==> config.mk <==
export PLATFORM = sky130hd
export DESIGN_NAME = fm_axi_req_arbiter
export DESIGN_NICKNAME = d
export VERILOG_FILES = /design/src/rtl/fm_axi_req_arbiter.sv
export SDC_FILE = /design/constraint.sdc
export NUM_CORES = 1
export LEC_CHECK = 0
export CAP_MARGIN = 10
export CORE_AREA = 2 2 166 168
export CTS_BUF_LIST = sky130_fd_sc_hd__clkbuf_4
export DETAILED_ROUTE_END_ITERATION = 8
export DIE_AREA = 0 0 168 170
export DONT_BUFFER_PORTS = 1
export PLACE_DENSITY = 0.34
export SLEW_MARGIN = 20
export SYNTH_ARGS = -nofsm -noshare
export SYNTH_HDL_FRONTEND = slang
export SYNTH_SLANG_ARGS = --single-unit
==> constraint.sdc <==
create_clock -name clk_axi -period 3.3 [get_ports clk_axi]
set_input_delay 0.33 -clock clk_axi [delete_from_list [all_inputs] [get_ports clk_axi]]
set_output_delay 0.33 -clock clk_axi [all_outputs]
set_load 0.01 [all_outputs]
==> src/rtl/fm_axi_req_arbiter.sv <==
// Two-client round-robin arbiter that turns single-word register requests
// into single-beat AXI4 write (AW/W/B) or read (AR/R) transactions.
// One transaction is in flight at a time. Each response goes back only to
// the client that issued the request.
module fm_axi_req_arbiter #(
  parameter int AXI_ADDR_WIDTH   = 32,
  parameter int AXI_ID_BIT_COUNT = 6
) (
  input  logic                        clk_axi,
  input  logic                        reset_axi_n,
  // client 0
  input  logic                        req0_valid,
  input  logic                        req0_write,
  input  logic [AXI_ADDR_WIDTH-1:0]   req0_addr,
  input  logic [31:0]                 req0_wdata,
  output logic                        req0_ready,
  output logic                        rsp0_valid,
  output logic [31:0]                 rsp0_rdata,
  output logic [1:0]                  rsp0_resp,
  // client 1
  input  logic                        req1_valid,
  input  logic                        req1_write,
  input  logic [AXI_ADDR_WIDTH-1:0]   req1_addr,
  input  logic [31:0]                 req1_wdata,
  output logic                        req1_ready,
  output logic                        rsp1_valid,
  output logic [31:0]                 rsp1_rdata,
  output logic [1:0]                  rsp1_resp,
  // AXI write channels
  output logic [AXI_ID_BIT_COUNT-1:0] m_writeMOSI_id,
  output logic [AXI_ADDR_WIDTH-1:0]   m_writeMOSI_address,
  output logic                        m_writeMOSI_address_valid,
  output logic [7:0]                  m_writeMOSI_burst_length,
  output logic [2:0]                  m_writeMOSI_burst_size,
  output logic [1:0]                  m_writeMOSI_burst_type,
  output logic                        m_writeMOSI_lock,
  output logic [3:0]                  m_writeMOSI_cache,
  output logic [3:0]                  m_writeMOSI_qos,
  output logic [3:0]                  m_writeMOSI_region,
  output logic                        m_writeMOSI_user,
  output logic [2:0]                  m_writeMOSI_prot,
  output logic [31:0]                 m_writeMOSI_data,
  output logic                        m_writeMOSI_data_valid,
  output logic [3:0]                  m_writeMOSI_data_write_strobe,
  output logic                        m_writeMOSI_last,
  output logic                        m_writeMOSI_ready_for_response,
  input  logic                        m_writeMISO_ready_for_address,
  input  logic                        m_writeMISO_ready_for_data,
  input  logic                        m_writeMISO_response_valid,
  input  logic [1:0]                  m_writeMISO_response,
  // AXI read channels
  output logic [AXI_ID_BIT_COUNT-1:0] m_readMOSI_id,
  output logic [AXI_ADDR_WIDTH-1:0]   m_readMOSI_address,
  output logic                        m_readMOSI_address_valid,
  output logic [7:0]                  m_readMOSI_burst_length,
  output logic [2:0]                  m_readMOSI_burst_size,
  output logic [1:0]                  m_readMOSI_burst_type,
  output logic                        m_readMOSI_lock,
  output logic [3:0]                  m_readMOSI_cache,
  output logic [3:0]                  m_readMOSI_qos,
  output logic [3:0]                  m_readMOSI_region,
  output logic                        m_readMOSI_user,
  output logic [2:0]                  m_readMOSI_prot,
  output logic                        m_readMOSI_ready_for_data,
  input  logic                        m_readMISO_ready_for_address,
  input  logic [31:0]                 m_readMISO_data,
  input  logic                        m_readMISO_data_valid,
  input  logic [1:0]                  m_readMISO_response
);

  typedef enum logic [2:0] {IDLE, WR_ADDR, WR_RESP, RD_ADDR, RD_DATA, RESP} state_t;

  state_t                      state, state_nxt;
  logic                        last_grant, grant_any, grant_idx;
  logic                        sel_write;
  logic [AXI_ADDR_WIDTH-1:0]   sel_addr;
  logic [31:0]                 sel_wdata;
  logic                        cap_write, cap_owner, aw_pend, w_pend;
  logic [AXI_ADDR_WIDTH-1:0]   cap_addr;
  logic [31:0]                 cap_wdata, cap_rdata;
  logic [1:0]                  cap_resp;
  logic                        aw_hs, w_hs;

  // Arbitration: a lone requester wins; on a tie the client not granted last wins.
  always_comb begin
    grant_any = (state == IDLE) && (req0_valid || req1_valid);
    grant_idx = (req0_valid && req1_valid) ? ~last_grant : req1_valid;
    sel_write = grant_idx ? req1_write : req0_write;
    sel_addr  = grant_idx ? req1_addr  : req0_addr;
    sel_wdata = grant_idx ? req1_wdata : req0_wdata;
  end

  assign req0_ready = grant_any && !grant_idx;
  assign req1_ready = grant_any &&  grant_idx;

  // AW and W are tracked separately so each drops after its own handshake.
  assign m_writeMOSI_address_valid = (state == WR_ADDR) && aw_pend;
  assign m_writeMOSI_data_valid    = (state == WR_ADDR) && w_pend;
  assign aw_hs = m_writeMOSI_address_valid && m_writeMISO_ready_for_address;
  assign w_hs  = m_writeMOSI_data_valid    && m_writeMISO_ready_for_data;

  assign m_writeMOSI_ready_for_response = (state == WR_RESP);
  assign m_readMOSI_address_valid       = (state == RD_ADDR);
  assign m_readMOSI_ready_for_data      = (state == RD_DATA);
  assign m_writeMOSI_address            = cap_addr;
  assign m_readMOSI_address             = cap_addr;
  assign m_writeMOSI_data               = cap_wdata;

  // Response pulse is steered to the owner only; payload is zero otherwise.
  assign rsp0_valid = (state == RESP) && !cap_owner;
  assign rsp1_valid = (state == RESP) &&  cap_owner;
  assign rsp0_rdata = rsp0_valid ? cap_rdata : '0;
  assign rsp1_rdata = rsp1_valid ? cap_rdata : '0;
  assign rsp0_resp  = rsp0_valid ? cap_resp  : '0;
  assign rsp1_resp  = rsp1_valid ? cap_resp  : '0;

  // Fixed single-beat, 32-bit, INCR transaction attributes.
  assign m_writeMOSI_id                = '0;
  assign m_writeMOSI_burst_length      = 8'd0;
  assign m_writeMOSI_burst_size        = 3'b010;
  assign m_writeMOSI_burst_type        = 2'b01;
  assign m_writeMOSI_lock              = 1'b0;
  assign m_writeMOSI_cache             = 4'd0;
  assign m_writeMOSI_qos               = 4'd0;
  assign m_writeMOSI_region            = 4'd0;
  assign m_writeMOSI_user              = 1'b0;
  assign m_writeMOSI_prot              = 3'd0;
  assign m_writeMOSI_data_write_strobe = 4'hF;
  assign m_writeMOSI_last              = 1'b1;
  assign m_readMOSI_id                 = '0;
  assign m_readMOSI_burst_length       = 8'd0;
  assign m_readMOSI_burst_size         = 3'b010;
  assign m_readMOSI_burst_type         = 2'b01;
  assign m_readMOSI_lock               = 1'b0;
  assign m_readMOSI_cache              = 4'd0;
  assign m_readMOSI_qos                = 4'd0;
  assign m_readMOSI_region             = 4'd0;
  assign m_readMOSI_user               = 1'b0;
  assign m_readMOSI_prot               = 3'd0;

  // Next-state: one transaction at a time, always passing through RESP.
  always_comb begin
    state_nxt = state;
    case (state)
      IDLE:    if (grant_any) state_nxt = sel_write ? WR_ADDR : RD_ADDR;
      WR_ADDR: if ((!aw_pend || aw_hs) && (!w_pend || w_hs)) state_nxt = WR_RESP;
      WR_RESP: if (m_writeMISO_response_valid) state_nxt = RESP;
      RD_ADDR: if (m_readMISO_ready_for_address) state_nxt = RD_DATA;
      RD_DATA: if (m_readMISO_data_valid) state_nxt = RESP;
      RESP:    state_nxt = IDLE;
      default: state_nxt = IDLE;
    endcase
  end

  // State register.
  always_ff @(posedge clk_axi or negedge reset_axi_n) begin
    if (!reset_axi_n) state <= IDLE;
    else              state <= state_nxt;
  end

  // Request capture, channel-pending flags and response capture.
  always_ff @(posedge clk_axi or negedge reset_axi_n) begin
    if (!reset_axi_n) begin
      last_grant <= 1'b1;
      cap_owner  <= 1'b0;
      cap_write  <= 1'b0;
      cap_addr   <= '0;
      cap_wdata  <= '0;
      cap_rdata  <= '0;
      cap_resp   <= '0;
      aw_pend    <= 1'b0;
      w_pend     <= 1'b0;
    end else begin
      if (grant_any) begin
        last_grant <= grant_idx;
        cap_owner  <= grant_idx;
        cap_write  <= sel_write;
        cap_addr   <= sel_addr;
        cap_wdata  <= sel_wdata;
        cap_rdata  <= '0;
        cap_resp   <= '0;
        aw_pend    <= sel_write;
        w_pend     <= sel_write;
      end
      if (aw_hs) aw_pend <= 1'b0;
      if (w_hs)  w_pend  <= 1'b0;
      if ((state == WR_RESP) && m_writeMISO_response_valid)
        cap_resp <= m_writeMISO_response;
      if ((state == RD_DATA) && m_readMISO_data_valid) begin
        cap_rdata <= m_readMISO_data;
        cap_resp  <= m_readMISO_response;
      end
    end
  end

endmodule

==> metrics.md, run 1 <==
| Metric | Value |
|---|---|
| Outcome | `aborted with a tool error` |
| Halt Stage | `4_1_cts` |
| Error msg | `[ERROR RSZ-0060] Max buffer count reached.` |
| Clock root cell | `clkbuf_4` |
| Seq cells post-synth | `105` |
| Die Ht | `170 µm` |
| Predominant post-synthesis flop cell | `dfrtp_1` |
| PortBufs | `0` |
| Cts hold-fix bufs | `168` |
| Area contributors post-synth | `dfrtp_1, buf_4, a222oi_1` |
| Synth Instances | `541` |
| Share of the synthesized area in the top cell type | `0.4589` |
| CTS Buf Count | `9` |
| # IOs | `425` |
| Setup Fix Bufs, Post-CTS | `0` |
| DP Wirelength | `13160 µm` |
| Sequential share of the synthesized area | `0.4635` |
| Gpl congestion | `0.7729` |
| CTS HTree Levels | `3` |
| Dpl ws | `1.151 ns` |
| Post-Syn Area | `5672 µm²` |
| Post-CTS Resized | `0` |
| Clock tree sinks | `105` |
| Row Count | `60` |
| Distinct cells, synth | `38` |
| Avg Cell Area, Syn | `10.48 µm²` |
| Largest area contributor in the netlist | `dfrtp_1` |
| Initial Utilization | `0.2128` |
| EDFF count, synth | `0` |
| Ys async rst share | `1.000` |
| Yosys warning total | `0` |
| CTS max path bufs | `2` |
| Die width | `168 µm` |
==> synthesized netlist by cell type (all sizes together), types with 4 or more instances <==
library cell / number
a21oi: 5
a222oi: 65
a22o: 32
and2: 72
buf: 133
clkbuf: 14
dfrtp: 104
inv: 71
nand2: 4
nor2: 8
==> stage by stage <==
step	instances	area, µm²
after detailed placement	818	5403
after global placement	818	5403
after floorplan	616	5953
==> logic make-up after synthesis <==
group	after synthesis	share of synthesized area
other cells	2	0.001324
compound gates	117	0.1902
buf+inv	218	0.2343
simple gates	99	0.1107
flops	105	0.4635
==> run 2, diff against run 1 <==
Settings changed: CORE_AREA 2 2 166 168 to 2 2 165 167, CTS_BUF_LIST sky130_fd_sc_hd__clkbuf_4 to default, DIE_AREA 0 0 168 170 to 0 0 167 169, PLACE_DENSITY 0.34 to default, PLACE_DENSITY_LB_ADDON from default to 0.15.
==> metrics.md, run 2 <==
| Metric | Value |
|---|---|
| Largest net degree at the start of global routing | `106` |
| Layout cells sized above 1 | `0.07302` |
| Overall routed net length | `17140 µm` |
| Yosys warning total | `0 (unchanged)` |
| Antenna violations before repair | `0` |
| Via density | `4.574` |
| Met3 wire len | `1636 µm` |
| Die area | `28220 µm²` |
| Core Footprint | `26500 µm²` |
| Post-synth top cells | `buf_4, dfrtp_1, and2_1, inv_1, a222oi_1` |
| Commonest non-fill, non-tap cells in the layout | `dfrtp_1, conb_1, and2_1` |
| Slew Viols, Final | `0` |
| Gate power share | `0.296` |
| Initial Utilization | `0.2140 (+0.001206)` |
| EDFF count, synth | `0 (unchanged)` |
| VDD IR max | `324.2 µV` |
| Share of the synthesized area in the top cell type | `0.4589 (unchanged)` |
| Setup violations, final | `0` |
| Seq cells post-synth | `105 (unchanged)` |
| Avg Cell Area, Syn | `10.48 µm² (unchanged)` |
| Top layer in use | `met4` |
| Area contributors post-synth | `dfrtp_1, buf_4, a222oi_1` |
| PortBufs | `0 (unchanged)` |
| Most common cell after layout, fill and taps aside | `dfrtp_1` |
| Flop pwr share | `0.499` |
| Kind of critical path | `flop to output port` |
| Clock root cell | `clkbuf_16` |
| Power density over cell area | `974.0 nW/µm²` |
| Worst Path Max Fanout | `35` |
| DR pass1 iterations | `9` |
| Psw | `2343 µW` |
| First-pass GRT wire length | `24670 µm` |
| Final hold vios | `0` |
| Setup Fix Bufs, Post-CTS | `0 (unchanged)` |
| Antenna Violating Nets Remaining | `0` |
| Tcrit/Tclk final | `0.7834` |
| Max-cap violations | `0` |
| Distinct cells, synth | `38 (unchanged)` |
| # DRC | `0` |
| Metal2 WL | `8347 µm` |
| Fin nets | `663` |
| Total power draw | `5600 µW` |
| FMAX | `386.8 MHz` |
| Arr. time, crit path | `2.26 ns` |
| Worst slew margin | `0.3145` |
| Area occupied by multi-input gates | `2021 µm²` |
| Tot GR Track Use | `0.1159` |
| Ant diodes | `0` |
| Row Count | `60 (unchanged)` |
| Clock tree sinks | `105 (unchanged)` |
| CTS tree | `built` |
| Ys async rst share | `1.000 (unchanged)` |
| RSZ-0062 raised after global routing | `no` |
| Gpl congestion | `0.7376 (-4.6%)` |
| Clock-pin transition on the worst setup and hold timing paths | `0.08 ns` |
| CP startpoint kind | `flop` |
| Top-count cell post-synth | `buf_4` |
| Largest area contributor in the netlist | `dfrtp_1` |
| Sequential share of the synthesized area | `0.4635 (unchanged)` |
| Wire length on met1 | `6947 µm` |
| Vias in the first global route | `3793` |
| Worst skew pair latency | `0.35 ns` |
| Tmin final | `2.585 ns` |
| Switching Fraction | `0.4184` |
| Post-Syn Area | `5672 µm² (unchanged)` |
| Register area | `2629 µm²` |
| # IOs | `425 (unchanged)` |
| Area Growth Syn to Fin | `1.368%` |
| Post-DR wirelength/cell | `20.55 µm` |
| CTS Buf Count | `9 (unchanged)` |
| P_int | `3257 µW` |
| Setup TNS | `0 ns` |
| Starting DRT DRC Count | `533` |
| Lkg Pwr | `0.002833 µW` |
| CTS HTree Levels | `3 (unchanged)` |
| Critical Path RT | `2.97 ns` |
| Slew @ Worst Pin | `1.028 ns` |
| Post-CTS Resized | `0 (unchanged)` |
| Die width | `167 µm (-0.60%)` |
| Outcome | `complete, no violations` |
| Worst Skew | `0.008156 ns` |
| Via Count | `3815` |
| DP Wirelength | `12740 µm (-3.2%)` |
| CP Capture Type | `output port` |
| Die Ht | `169 µm (-0.59%)` |
| Synth Instances | `541 (unchanged)` |
| Grt ovf | `0` |
| Predominant post-synthesis flop cell | `dfrtp_1` |
| CTS max path bufs | `2 (unchanged)` |
| Filler cell count | `2896` |
| Final Util | `0.2170` |
| HP Class | `input pin to flop` |
| Clock share of power | `0.205` |
run 2: cell counts after synthesis:
No cell type changed its count.
run 2: cells by family (layout without fill, tap and decap cells):
kind of cell | after synthesis | after routing | synth area share
AO/OA/AOI/OAI | 117 | 117 | 0.1902
buffers and inverters | 218 | 95 | 0.2343
AND/OR/NAND/NOR | 99 | 99 | 0.1107
other | 2 | 77 | 0.001324
flip-flops | 105 | 105 | 0.4635
run 2: routing by layer:
| metal | GRT usage | up-vias |
|---|---|---|
| li1 | - | 1611 |
| met1 | 0.1406 | 1917 |
| met2 | 0.1945 | 278 |
| met3 | 0.04185 | 9 |
| met4 | 0.03111 | 0 |
| met5 | 0 | - |
run 2: repair_timing:
item	in CTS	in global routing
endpoints found under the setup margin	0	0
hold endpoints to repair	105	0
hold buffers	2	0
run 2: power by group through the flow:
stage                     registers (µW)  logic, µW  clock network [µW]
after floorplan                     2440       1900                   0
after global placement              2810       1590                   0
after detailed placement            2810       1670                   0
after CTS                           2800       1700                1220
after global routing                2890       1890                1270
final                               2790       1660                1150
run 2: worst max-delay path, cell delays in order (launching register included):
cell     delay [ns]
dfrtp_1        0.53
nor2b_1        0.20
and3_1         0.86
and2_1         0.30
run 2: cell type report:
class	count	area share
flip-flops and latches	105	0.4572
clock buffers	10	0.04157
multi-input cells	293	0.3515
repair buffers	8	0.01654
clock inverters	6	0.01262
well taps	341	0.07421
inverters	71	0.04635
run 2: path summary, 6_finish.rpt:
check                                             to  slack (ns)                       start  cells past startpoint
worst max-delay path                   rsp1_rdata[4]        0.71                    state[2]                      3
worst min-delay path                          w_pend        0.08  m_writeMISO_ready_for_data                      1
worst max register to register  m_writeMOSI_data[20]        1.07                    state[0]                      5
worst min register to register         cap_rdata[17]        0.52               cap_rdata[17]                      1
max in group asynchronous       m_writeMOSI_data[29]        2.30                 reset_axi_n                      2
min in group asynchronous              cap_rdata[26]        0.57                 reset_axi_n                      2
run 2: through the flow:
stage               area [µm²]  setup WS [ns]  hold slack, ns  instances
finish                    5749         0.7148         0.08472        834
global route              5749         0.5704         0.06133        834
CTS                       5749         0.6644         0.05268        834
detailed placement        5400          1.069         0.03785        816
global placement          5400          1.162         0.03837        816
floorplan                 5953          1.507         0.03441        616
Power figures use the tool's default switching activity.
